===== src/rtl/configf_pkg.sv =====
// ============================================================================
// Module  : configf_pkg
// Brief   : Shared types and default widths for the config-flash command host.
// Revision: 1.0 - initial release
// ============================================================================
`default_nettype none

package configf_pkg;

  localparam int CONFIGF_ADDR_W = 8;
  localparam int CONFIGF_NUM_W  = 16;

  typedef enum logic [1:0] {
    ST_IDLE  = 2'd0,
    ST_ISSUE = 2'd1,
    ST_WAIT  = 2'd2,
    ST_DONE  = 2'd3
  } state_t;

endpackage

`default_nettype wire


===== src/rtl/configf_rr_arb.sv =====
// ============================================================================
// Module  : configf_rr_arb
// Brief   : Combinational round-robin pick, searching from last_grant+1.
// Revision: 1.0 - initial release
// ============================================================================
`default_nettype none

module configf_rr_arb
  import configf_pkg::*;
#(
  parameter int NUM_CH = 4,
  localparam int IDX_W = $clog2(NUM_CH)
) (
  input  logic [NUM_CH-1:0] pending,
  input  logic [IDX_W-1:0]  last_grant,
  output logic [IDX_W-1:0]  grant,
  output logic              valid
);

  logic [IDX_W:0] w_idx;

  // Walk from the farthest candidate back to the nearest so the nearest wins.
  always_comb begin
    grant = '0;
    valid = 1'b0;
    w_idx = '0;
    for (int i = NUM_CH; i >= 1; i--) begin
      w_idx = {1'b0, last_grant} + (IDX_W+1)'(i);
      if (w_idx >= (IDX_W+1)'(NUM_CH)) begin
        w_idx = w_idx - (IDX_W+1)'(NUM_CH);
      end
      if (pending[w_idx[IDX_W-1:0]]) begin
        grant = w_idx[IDX_W-1:0];
        valid = 1'b1;
      end
    end
  end

endmodule

`default_nettype wire


===== src/rtl/configf_host_arb.sv =====
// ============================================================================
// Module  : configf_host_arb
// Brief   : Multi-channel round-robin command host for the config-flash SPI
//           entity. Optional entity watchdog: define CONFIGF_TIMEOUT_EN.
// Revision: 1.0 - initial release
// ============================================================================
`default_nettype none

module configf_host_arb
  import configf_pkg::*;
#(
  parameter int NUM_CH         = 4,
  parameter int ADDR_W         = CONFIGF_ADDR_W,
  parameter int NUM_W          = CONFIGF_NUM_W,
  parameter int TIMEOUT_CYCLES = 65535,
  localparam int IDX_W         = $clog2(NUM_CH)
) (
  input  logic                     clk,
  input  logic                     reset_n,
  input  logic [NUM_CH-1:0]        user_cmd_en_in,
  input  logic [NUM_CH*ADDR_W-1:0] user_addr_in,
  input  logic [NUM_CH*NUM_W-1:0]  user_wrrd_num_in,
  output logic [NUM_CH-1:0]        user_cmd_done_out,
  output logic [NUM_CH-1:0]        user_cmd_err_out,
  output logic                     hst_cmd_en_out,
  output logic [ADDR_W-1:0]        hst_addr_out,
  output logic [NUM_W-1:0]         hst_wrrd_num_out,
  input  logic                     hst_cmd_done_in,
  output logic                     busy_out,
  output logic [IDX_W-1:0]         grant_ch_out
);

  state_t              r_state;
  state_t              w_next;
  logic [NUM_CH-1:0]   r_pending;
  logic [NUM_CH-1:0]   r_ovr_err;
  logic [NUM_CH-1:0]   w_clr;
  logic [NUM_CH-1:0]   w_accept;
  logic [NUM_CH-1:0]   w_grant_oh;
  logic [ADDR_W-1:0]   r_addr [NUM_CH];
  logic [NUM_W-1:0]    r_num  [NUM_CH];
  logic [IDX_W-1:0]    r_last_grant;
  logic [IDX_W-1:0]    r_grant;
  logic [IDX_W-1:0]    w_arb_grant;
  logic                w_arb_valid;
  logic                w_grant_en;
  logic                w_zero_len;
  logic                w_to_hit;
  logic                w_timed_out;
  logic [ADDR_W-1:0]   r_hst_addr;
  logic [NUM_W-1:0]    r_hst_num;

  configf_rr_arb #(
    .NUM_CH (NUM_CH)
  ) u_arb (
    .pending    (r_pending),
    .last_grant (r_last_grant),
    .grant      (w_arb_grant),
    .valid      (w_arb_valid)
  );

  assign w_grant_oh = NUM_CH'(1) << r_grant;
  assign w_clr      = (r_state == ST_DONE) ? w_grant_oh : '0;
  assign w_grant_en = (r_state == ST_IDLE) && w_arb_valid;
  assign w_zero_len = (r_num[w_arb_grant] == '0);

  // A pulse landing on the completion cycle of its own channel is a new command.
  generate
    for (genvar c = 0; c < NUM_CH; c++) begin : g_ch
      assign w_accept[c] = user_cmd_en_in[c] && (!r_pending[c] || w_clr[c]);

      always_ff @(posedge clk or negedge reset_n) begin
        if (!reset_n) begin
          r_pending[c] <= 1'b0;
          r_ovr_err[c] <= 1'b0;
          r_addr[c]    <= '0;
          r_num[c]     <= '0;
        end else begin
          r_pending[c] <= w_accept[c] || (r_pending[c] && !w_clr[c]);
          r_ovr_err[c] <= user_cmd_en_in[c] && r_pending[c] && !w_clr[c];
          if (w_accept[c]) begin
            r_addr[c] <= user_addr_in[c*ADDR_W +: ADDR_W];
            r_num[c]  <= user_wrrd_num_in[c*NUM_W +: NUM_W];
          end
        end
      end
    end
  endgenerate

  // Zero-length grants skip the entity, so the host fields keep the last issue.
  always_ff @(posedge clk or negedge reset_n) begin
    if (!reset_n) begin
      r_last_grant <= IDX_W'(NUM_CH - 1);
      r_grant      <= '0;
      r_hst_addr   <= '0;
      r_hst_num    <= '0;
    end else if (w_grant_en) begin
      r_last_grant <= w_arb_grant;
      r_grant      <= w_arb_grant;
      if (!w_zero_len) begin
        r_hst_addr <= r_addr[w_arb_grant];
        r_hst_num  <= r_num[w_arb_grant];
      end
    end
  end

`ifdef CONFIGF_TIMEOUT_EN
  localparam int CNT_W = $clog2(TIMEOUT_CYCLES + 1);

  logic [CNT_W-1:0] r_to_cnt;
  logic             r_timed_out;

  // A done arriving on the final watchdog cycle still completes normally.
  assign w_to_hit    = (r_state == ST_WAIT) && !hst_cmd_done_in &&
                       (r_to_cnt == CNT_W'(TIMEOUT_CYCLES - 1));
  assign w_timed_out = r_timed_out;

  always_ff @(posedge clk or negedge reset_n) begin
    if (!reset_n) begin
      r_to_cnt    <= '0;
      r_timed_out <= 1'b0;
    end else begin
      r_to_cnt    <= (r_state == ST_WAIT) ? r_to_cnt + CNT_W'(1) : '0;
      r_timed_out <= w_to_hit;
    end
  end
`else
  // Watchdog not built; the parameter is referenced only to keep it live.
  assign w_to_hit    = (TIMEOUT_CYCLES < 0);
  assign w_timed_out = 1'b0;
`endif

  always_ff @(posedge clk or negedge reset_n) begin
    if (!reset_n) begin
      r_state <= ST_IDLE;
    end else begin
      r_state <= w_next;
    end
  end

  always_comb begin
    w_next = r_state;
    case (r_state)
      ST_IDLE: begin
        if (w_arb_valid) begin
          w_next = w_zero_len ? ST_DONE : ST_ISSUE;
        end
      end
      ST_ISSUE: w_next = ST_WAIT;
      ST_WAIT: begin
        if (hst_cmd_done_in || w_to_hit) begin
          w_next = ST_DONE;
        end
      end
      ST_DONE: w_next = ST_IDLE;
      default: w_next = ST_IDLE;
    endcase
  end

  always_comb begin
    hst_cmd_en_out    = (r_state == ST_ISSUE);
    busy_out          = (r_state != ST_IDLE);
    user_cmd_done_out = '0;
    user_cmd_err_out  = r_ovr_err;
    if (r_state == ST_DONE) begin
      if (w_timed_out) begin
        user_cmd_err_out = r_ovr_err | w_grant_oh;
      end else begin
        user_cmd_done_out = w_grant_oh;
      end
    end
  end

  assign hst_addr_out     = r_hst_addr;
  assign hst_wrrd_num_out = r_hst_num;
  assign grant_ch_out     = r_grant;

endmodule

`default_nettype wire

===== config.mk =====
export PLATFORM = sky130hd
export DESIGN_NAME = configf_host_arb
export DESIGN_NICKNAME = d
export VERILOG_FILES = /design/src/rtl/configf_pkg.sv /design/src/rtl/configf_rr_arb.sv /design/src/rtl/configf_host_arb.sv
export SDC_FILE = /design/constraint.sdc
export NUM_CORES = 1
export LEC_CHECK = 0
export CORE_MARGIN = 2
export CORE_UTILIZATION = 42
export CTS_BUF_LIST = sky130_fd_sc_hd__clkbuf_4
export DETAILED_ROUTE_END_ITERATION = 12
export PLACE_DENSITY = 0.65
export SYNTH_ARGS = -nofsm -noshare
export SYNTH_HDL_FRONTEND = slang
export SYNTH_SLANG_ARGS = --single-unit

===== constraint.sdc =====
create_clock -name clk -period 6.3 [get_ports clk]
set_input_delay 0.63 -clock clk [delete_from_list [all_inputs] [get_ports clk]]
set_output_delay 0.63 -clock clk [all_outputs]
set_load 0.01 [all_outputs]

==> metrics.md <==
| Metric | Value |
|---|---|
| Fin nets | 735 |
| H-tree depth | 4 |
| Most frequent cells after synthesis | dfrtp_1 (132), mux2_2 (99), nand2_1 (53), mux2i_1 (23) |
| CTS tree | built |
| WP data arrival | between 4 and 5 ns |
| Clk Tree Root Cell | clkbuf_4 |
| Worst r2r src | r_pending[1] |
| Main flop type after synthesis | dfrtp_1 |
| Clock Path Buffers | 2 |
| Worst slew pin tran | about 1.2 ns |
| Ranking of synthesized cells by area | dfrtp_1 (54%), mux2_2 (18%), mux2i_1 (3.7%) |
| RSZ-0062 raised after global routing | no |
| Total Routing Usage GR | 20.40% |
| Leak | 3.436 nW |
| Die Height | 125.1 microns |
| Power per cell area | 517.0 nW/um^2 |
| Post-synth top area share | roughly 54% |
| Max Fclk | 269.3 MHz |
| Sequential-to-total area share from yosys stat | roughly 54% |
| Most common cell in the netlist | dfrtp_1 |
| Num rows | 44 |
| Fill cell count | 1247 |
| Layout cell share with drive strength beyond 1 | 24.22% |
| Gr busiest metal | met2 |
| Reg area | between 3000 and 4000 sq um |
| Total wire length | 15360 microns |
| # DRC | 0 |
| Global routing usage on met1 | 28.77% |
| Worst-path clk slew | 0.11 ns |
| Final setup viols | 0 |
| Remaining Overflow, GRT | 0 |
| Die area | ~16000 sq um |
| Clock Sinks | 134 |
| Die W | around 130 microns |
| Post CTS Setup Buffer Count | 0 |
| Yosys top cell by area | dfrtp_1 |
| Antenna violations before repair | 1 |
| Relative slew slack | roughly a fifth |
| Port Buffer Count | 138 |
| Cts bufs inserted | 17 |
| Post-cts resize count | 0 |
| Max Transition Viols Final | 0 |
| Drt pass-1 iters | 4 |
| Status | finished clean |
| Via count | 4304 |
| Syn Std Cell Area | 6160 sq um |
| DR WL/cell | about 19 microns |
| CP Class | register to register |
| Cells after Synth | 490 |
| GP Congestion | 0.8242 |
| Worst hold path class | primary input to async pin |
| Final Critical Period | roughly 3.7 ns |
| Area grow syn2layout | 29.45% |
| Clock skew | 0.01628 ns |
| Post-DP HPWL | 11360 microns |
| Final Hold Viols | 0 |
| Footprint of the multi-input gates | between 2000 and 3000 sq um |
| Syn_nets | 598 |
| Util after Layout | 55.28% |
| Vias per cell | between 5 and 6 |
| Largest net degree at the start of global routing | 73 |
| Hold buffer count at cts | 0 |
| EDFF count, synth | 0 |
| Vias in the first global route | 4484 |
| R2R cell count | 7 |
| Startpoint Class | register |
| WHS | 0.1749 ns |
| R2R Path End | hst_addr_out[7] |
| Final period util | 58.95% |
| Antenna Nets Post-Route | 0 |
| 1st-iter DRT viols | 395 |
| Ports | 139 |
| Synth warnings | 0 |
| Post-Layout Cell Count | 825 |
| Peak supply drop | 292.8 uV |
| First-pass GRT wire length | 24640 microns |
| Mapped Avg Cell Area | 12.57 sq um |
| Worst R2R Setup Slack | 2.59 ns |
| Worst-skew pair later-pin latency | approximately 0.54 ns |
| Global Route met3 Usage | 5.049% |
| Starting density of the core | ~43% |
| Crit end category | register |
| Max_cap viols | 0 |
| Inst Count DP | just under 800 |
| Post-synth cell types | 38 |
| Worst-path fanout max | 22 |
| Post-synth ARST share | 100.0% |
| Worst path required time | 6.73 ns |
| Core area | 14420 sq um |
| Setup TNS | 0 ns |
| Yosys reg bits | between 100 and 150 |
| Met2 GRT Util | about 31% |
[critical path, cell delays in order, from the launching register on]
cell	delay, ns
dfrtp_1	0.45
or2_1	0.30
a311oi_4	0.99
mux2i_1	0.18
mux2i_1	0.40
nor4b_4	0.12
a21oi_4	0.75
mux2_2	0.41
[state kept, by name (all words and copies together) (netlist names)]
| register | flops |
|---|---|
| r_num | 64 |
| r_last_grant | 2 |
| r_ovr_err | 4 |
| grant_ch_out | 2 |
| r_state | 2 |
| hst_addr_out | 8 |
| r_addr | 32 |
| r_pending | 4 |
| hst_wrrd_num_out | 16 |
[power by group]
group / switching (mW) / total, mW / internal, mW
clock network: 0.296 / 0.565 / 0.268
logic: 0.921 / 1.96 / 1.04
registers: 0.314 / 1.60 / 1.28
[through the flow]
stage                     worst slack (ns)  total power [mW]  cell area [sq um]
after floorplan                      3.693             2.917               6160
after global placement               2.788             3.510               7696
after detailed placement             2.593             3.584               7696
after CTS                            2.577             4.158               7971
after global routing                 2.390             4.412               7974
final                                2.586             4.122               7974
[area by class of cell]
| class | count | area share (%) |
|---|---|---|
| multi-input combinational | 311 | 32.84 |
| tap | 184 | 2.887 |
| antenna | 1 | 0.03138 |
| clock inverter | 14 | 1.757 |
| clock buffer | 18 | 1.695 |
| inverter | 20 | 0.9415 |
| timing repair buffer | 143 | 17.76 |
| sequential | 134 | 42.08 |
[placed cells by master (no fill, tap or decap), types with 3 or more instances in the layout]
cell type	synthesis	layout
clkdlybuf4s50_1	0	137
and2_1	18	18
o22ai_1	3	3
a211oi_1	16	16
nor2_1	11	11
o21ai_0	9	9
nor4_1	8	8
nand2_1	53	53
dfrtp_1	132	132
mux2_4	14	14
bufinv_16	0	3
a31oi_1	19	19
nand2b_1	4	4
buf_4	2	6
inv_1	19	19
clkinv_2	0	4
clkinv_1	0	6
ha_1	5	5
nand3b_1	5	5
mux2_2	99	99
a21oi_1	6	5
mux2i_1	23	23
nand3_1	3	3
clkbuf_4	0	18
[worst max-delay path by stage]
| stage | from | slack [ns] | to | cells after the start |
|---|---|---|---|---|
| after global placement | r_pending[1] | 2.79 | hst_wrrd_num_out[0] | 7 |
| final | r_pending[1] | 2.59 | hst_addr_out[7] | 7 |
| after floorplan | r_pending[1] | 3.69 | hst_addr_out[0] | 9 |
| after global routing | r_pending[1] | 2.39 | hst_addr_out[7] | 7 |
| after CTS | r_pending[1] | 2.58 | hst_addr_out[7] | 7 |
| after detailed placement | r_pending[1] | 2.59 | hst_wrrd_num_out[0] | 7 |
[logic make-up (layout without fill, tap and decap cells)]
family	count (synthesis)	in the layout	share of synthesized area, %
adder cells (fa/ha/maj)	5	5	1.016
buffers and inverters	45	195	3.250
multiplexers	136	136	25.25
other	0	1	0
flip-flops	134	134	54.48
AO/OA/AOI/OAI	59	59	6.663
AND/OR/NAND/NOR	111	111	9.344
[layer usage]
metal | vias to the layer above | routed length, microns | share of wire, %
met1 | 2133 | 7101 | 46
met2 | 130 | 7077 | 46
li1 | 2021 | - | -
met3 | 20 | 856 | 5.6
met4 | 0 | 325 | 2.1
met5 | - | 0 | 0
Power figures use the tool's default switching activity.
